**config.mk**
```make
export PLATFORM = sky130hd
export DESIGN_NAME = clk_div_sched
export DESIGN_NICKNAME = d
export VERILOG_FILES = /design/src/rtl/clk_div_sched.sv
export SDC_FILE = /design/constraint.sdc
export NUM_CORES = 1
export LEC_CHECK = 0
export ABC_AREA = 1
export CORE_MARGIN = 3
export CORE_UTILIZATION = 50
export CTS_CLUSTER_DIAMETER = 100
export DETAILED_ROUTE_END_ITERATION = 8
export DONT_BUFFER_PORTS = 1
export PLACE_DENSITY_LB_ADDON = 0.08
export SYNTH_ARGS = -nofsm -noshare
export SYNTH_HDL_FRONTEND = slang
export SYNTH_SLANG_ARGS = --single-unit
```
**constraint.sdc**
```tcl
create_clock -name clk_in -period 4.15 [get_ports clk_in]
set_input_delay 0.83 -clock clk_in [delete_from_list [all_inputs] [get_ports clk_in]]
set_output_delay 0.83 -clock clk_in [all_outputs]
set_load 0.05 [all_outputs]
```
**src/rtl/clk_div_sched.sv**
```systemverilog
// clk_div_sched: even-ratio clock divider whose ratio can be changed at run
// time by two requesters (0 = host command path, 1 = codec/audio path).
// Requests are arbitrated round-robin and validated; an accepted divisor is
// held pending and swapped in only at the end of a high phase, so clk_out
// never produces a runt pulse.
//
// Ports:
//   clk_in          source clock, all logic on its rising edge
//   reset           synchronous, active-high reset
//   req0/div0       requester 0 level request and requested divisor
//   ack0/nak0       requester 0 applied / rejected pulses (1 cycle)
//   req1/div1       requester 1 level request and requested divisor
//   ack1/nak1       requester 1 applied / rejected pulses (1 cycle)
//   busy            a validated change is waiting for its boundary
//   clk_out         divided clock, 50% duty, registered
//   cur_div         divisor currently in effect
//   tick            1-cycle pulse in the cycle clk_out becomes 1
module clk_div_sched #(
  parameter int DIV_W       = 16,
  parameter int DEFAULT_DIV = 10
) (
  input  logic             clk_in,
  input  logic             reset,
  input  logic             req0,
  input  logic [DIV_W-1:0] div0,
  output logic             ack0,
  output logic             nak0,
  input  logic             req1,
  input  logic [DIV_W-1:0] div1,
  output logic             ack1,
  output logic             nak1,
  output logic             busy,
  output logic             clk_out,
  output logic [DIV_W-1:0] cur_div,
  output logic             tick
);

  localparam logic [0:0]       ST_IDLE = 1'b0;
  localparam logic [0:0]       ST_PEND = 1'b1;
  localparam logic [DIV_W-1:0] DEF_DIV = DIV_W'(DEFAULT_DIV);

  logic [0:0]       state_q, state_d;
  logic [DIV_W-2:0] cnt_q, cnt_d;
  logic             clk_out_q, clk_out_d;
  logic             tick_q, tick_d;
  logic [DIV_W-1:0] cur_div_q, cur_div_d;
  logic [DIV_W-1:0] pend_div_q;
  logic             pend_owner_q, pend_owner_d;
  // Requester granted most recently; reset to 1 so requester 0 wins first tie.
  logic             last_q, last_d;
  logic             ack0_q, ack0_d, nak0_q, nak0_d;
  logic             ack1_q, ack1_d, nak1_q, nak1_d;

  logic [DIV_W-2:0] half;
  logic [DIV_W-2:0] half_m1;
  logic             at_end;
  logic             elig0, elig1;
  logic             gnt0, gnt1;
  logic [DIV_W-1:0] gnt_div;
  logic             gnt_ok;
  logic             load_pend;

  assign half    = cur_div_q[DIV_W-1:1];
  assign half_m1 = half - (DIV_W-1)'(1);
  assign at_end  = (cnt_q == half_m1);

  always_comb begin
    // A requester whose ack/nak is showing this cycle is still holding req
    // from the finished transaction, so it is not eligible again yet.
    elig0 = req0 & ~ack0_q & ~nak0_q;
    elig1 = req1 & ~ack1_q & ~nak1_q;
    gnt0  = 1'b0;
    gnt1  = 1'b0;
    if (state_q == ST_IDLE) begin
      if (elig0 && elig1) begin
        gnt0 = last_q;
        gnt1 = ~last_q;
      end else begin
        gnt0 = elig0;
        gnt1 = elig1;
      end
    end
    gnt_div = gnt1 ? div1 : div0;
    // Even and non-zero is the same as even and >= 2.
    gnt_ok  = ~gnt_div[0] && (gnt_div != '0);
  end

  always_comb begin
    cnt_d        = cnt_q + (DIV_W-1)'(1);
    clk_out_d    = clk_out_q;
    tick_d       = 1'b0;
    cur_div_d    = cur_div_q;
    state_d      = state_q;
    pend_owner_d = pend_owner_q;
    last_d       = last_q;
    ack0_d       = 1'b0;
    ack1_d       = 1'b0;
    nak0_d       = 1'b0;
    nak1_d       = 1'b0;
    load_pend    = 1'b0;

    if (at_end) begin
      cnt_d = '0;
      if (state_q == ST_PEND && clk_out_q) begin
        // End of a high phase: swap ratio; the low phase that starts now
        // already uses the new half period.
        cur_div_d = pend_div_q;
        clk_out_d = 1'b0;
        state_d   = ST_IDLE;
        ack0_d    = ~pend_owner_q;
        ack1_d    = pend_owner_q;
      end else begin
        clk_out_d = ~clk_out_q;
        tick_d    = ~clk_out_q;
      end
    end

    // Grants only happen in IDLE, so they never collide with an apply.
    if (gnt0 || gnt1) begin
      last_d = gnt1;
      if (gnt_ok) begin
        state_d      = ST_PEND;
        pend_owner_d = gnt1;
        load_pend    = 1'b1;
      end else begin
        nak0_d = gnt0;
        nak1_d = gnt1;
      end
    end
  end

  always_ff @(posedge clk_in) begin
    if (reset) begin
      state_q      <= ST_IDLE;
      cnt_q        <= '0;
      clk_out_q    <= 1'b0;
      tick_q       <= 1'b0;
      cur_div_q    <= DEF_DIV;
      pend_owner_q <= 1'b0;
      last_q       <= 1'b1;
      ack0_q       <= 1'b0;
      ack1_q       <= 1'b0;
      nak0_q       <= 1'b0;
      nak1_q       <= 1'b0;
    end else begin
      state_q      <= state_d;
      cnt_q        <= cnt_d;
      clk_out_q    <= clk_out_d;
      tick_q       <= tick_d;
      cur_div_q    <= cur_div_d;
      pend_owner_q <= pend_owner_d;
      last_q       <= last_d;
      ack0_q       <= ack0_d;
      ack1_q       <= ack1_d;
      nak0_q       <= nak0_d;
      nak1_q       <= nak1_d;
    end
  end

  // Pending divisor is only meaningful while state_q is PENDING.
  always_ff @(posedge clk_in) begin
    if (load_pend) begin
      pend_div_q <= gnt_div;
    end
  end

  assign ack0    = ack0_q;
  assign nak0    = nak0_q;
  assign ack1    = ack1_q;
  assign nak1    = nak1_q;
  assign busy    = (state_q == ST_PEND);
  assign clk_out = clk_out_q;
  assign cur_div = cur_div_q;
  assign tick    = tick_q;

endmodule

```
==> impl_metrics.yaml <==
logic_synthesis:
  yosys_warnings: 0
  syn_area_per_cell_um2: 7.14
  synth_xor_area_frac: 0.0682
  ys_seq_area_frac: 0.434
  synthMuxAreaShare: 0
  syn_area_um2: 2950
  synth_fa_ha_area_frac: 0.00847
  ys_types: 28
  synth_simple_gate_area_frac: 0.377
  synth.top_cell.area_share: 0.271
  synth_cells: 414
  ys_ff_latch: 56
  synth_area_leader_cell: "dfxtp_1"
  synth_top_family_by_area: "simple AND/OR/NAND/NOR gates"
  netlist_top_cells_area: "dfxtp_1 (27%), edfxtp_1 (16%), nand2_1 (16%), nor2_1 (8.1%), inv_1 (7.0%)"
  synth-compound-area-share: 0.0203
  syn_nets: 452
timing:
  maxSlewViolCount: 0
  finalHoldViolCount: 0
  skew_ns: 0.00288
  rsz0062_at_grt: "no"
  finalSetupViolCount: 0
  fmax_ghz: 0.315
  slew_headroom: 0.497
  setup_slack_ns: 0.977
  fin_crit_sh: 0.765
  setup_tns_ns: 0
  fin_hold_ws_ns: 0.455
  min_period_ns: 3.17
  worstMarginPinSlew_ns: 0.752
critical_path:
  endpoint_kind: "flip-flop"
  crit_path_top_delay_cell: "nand2_1"
  rrSetupSlack_ns: 0.98
  r2r-start: "nak0"
  reg2reg_to: "pend_div_q[15]"
  rr_worst_depth: 9
  crit_type: "flip-flop to flip-flop"
  start_kind: "flip-flop"
  worstPathArrival_ns: 3.14
  required_ns: 4.11
  worstPathCellList: "inv_1 -> nand4_1 -> nand2_1 -> o21ai_0 -> nand3_1 -> nor2_1 -> nand2_1 -> nand3_1 -> inv_1"
  slowest_delay_ns: 0.67
  critPathMaxFanout: 20
global_route:
  grt.overflow.total: 0
  grt_max_degree: 33
  grt_pass1_vias: 2225
  grt_usage: 0.175
  antenna_found_initial: 0
  grt_pass1_wl_mm: 10.1
routing:
  drt_wl_total_mm: 5.87
  drt_iter0_markers: 89
  via_per_inst: 4.94
  drtPass1Iterations: 5
  drc: 0
  wire_per_inst_um: 12.1
  vias: 2389
  ant_nets: 0
power:
  total_leakage_power_nw: 1.52
  p_total_mw: 1.11
  pwr_density_cell_nw_per_um2: 362
  vdd.ir_drop.worst_v: 0.000164
final_layout:
  drive_gt1_frac: 0.0510
  syn_to_final_growth_pct: 4.02
  final_cell_mix: "nand2_1 (122), nor2_1 (64), inv_1 (55), dfxtp_1 (40), nand3_1 (32)"
  n_antenna_cell: 0
  final_common_cell: "nand2_1"
  nNetsFinal: 449
  final_util: 0.548
  fin_cells: 484
  final_cell_area_um2: 3070
  num-fill-cells: 563
clock_tree:
  clk_latency_ns: 0.31
  clock_sinks: 56
  clock-root-buffer: "clkbuf_8"
  postCtsSetupRepairBufs: 0
  cts_tree: "done"
  cts_made_buffers: 5
  cts_repair_resize_count: 0
  clockBufferDepth: 2
  clk_pin_slew_worst_paths_ns: 0.10
  cts_htree_levels: 2
  hold_buffers: 0
floorplan:
  std_cell_rows: 27
  ioPinCount: 59
  die_x_um: 82.9
  start_util: 0.527
  chipHeight_um: 82.9
  fp.coreArea_um2: 5610
  die_area_um2: 6870
job:
  maxCapViolCount: 0
worst_hold_path:
  min_path_type: "flip-flop to flip-flop"
  hold_path_depth: 1
  min_from: "pend_owner_q"
  min_to: "ack0"
placed_design:
  dpl_cell_area_um2: 2980
  pre_cts_ws_ns: 0.732
  io_buffers: 0
  hpwl_mm: 4.47
  gp_congestion: 0.809
  placedCellCount: 476
outcome:
  outcome: "completed"
synth_stat cells:
master    number
nand2_1      122
xnor2_1        3
o21ai_0        4
nor4_1         3
nor3b_2        1
inv_2          1
nor2_2         4
dfxtp_1       40
edfxtp_1      16
xor2_1        20
nor3_2         1
buf_2          4
nand4_1        6
a21oi_1        8
or2_2          2
nand4_2        1
buf_4          1
nand2_2        2
nor2_1        64
clkbuf_1       3
ha_1           2
nor3_1         8
inv_1         55
nor2_4         2
nor3b_1        3
buf_6          2
nand3b_1       4
nand3_1       32
logic make-up (layout without fill, tap and decap cells):
family | after synthesis | after routing
buffers and inverters | 66 | 64
adder cells (fa/ha/maj) | 2 | 2
XOR/XNOR | 23 | 23
AND/OR/NAND/NOR | 255 | 255
flip-flops | 56 | 56
AO/OA/AOI/OAI | 12 | 12
state kept, by name, summed over array words and instances (netlist names):
signal / flops
clk_out: 1
busy: 1
ack1: 1
cur_div: 16
pend_div_q: 16
nak0: 1
last_q: 1
cnt_q: 15
ack0: 1
pend_owner_q: 1
tick: 1
nak1: 1
worst max-delay path: cells and delay by family (launching register included):
kind / cells / cell delay, ns
compound gates: 1 / 0.21
flops: 1 / 0.49
simple gates: 6 / 1.53
buf+inv: 2 / 0.58
worst max path at each step:
| stage | startpoint | to | slack (ns) | cells past startpoint |
|---|---|---|---|---|
| after floorplan | req0 | pend_div_q[0] | 1.66 | 10 |
| after global placement | req0 | pend_div_q[7] | 0.87 | 8 |
| after detailed placement | req0 | pend_div_q[0] | 0.73 | 8 |
| after CTS | nak0 | pend_div_q[2] | 0.94 | 9 |
| after global routing | nak0 | pend_div_q[9] | 0.55 | 11 |
| final | nak0 | pend_div_q[15] | 0.98 | 9 |
routing by layer:
metal | track usage | up-vias | routed length [µm] | part of all wire
met5 | 0 | - | 0 | 0
met4 | 0.0579 | 0 | 117 | 0.020
met3 | 0.0337 | 10 | 256 | 0.044
met2 | 0.292 | 54 | 2700 | 0.46
met1 | 0.229 | 1048 | 2800 | 0.48
li1 | - | 1277 | - | -
cell type report:
class,instances,area (µm²),share of cell area
Clock buffer,6,72.6,0.0236
Clock inverter,2,17.5,0.00570
Inverter,56,210,0.0684
Multi-Input combinational cell,292,1400,0.456
Sequential cell,56,1280,0.417
Tap cell,72,90.1,0.0293
power breakdown:
part	leakage (nW)	switching [mW]	internal, mW
registers	0.473	0.0498	0.616
clock network	0.0462	0.188	0.124
logic	1.00	0.0968	0.0386
total	1.52	0.334	0.779
Power figures use the tool's default switching activity.
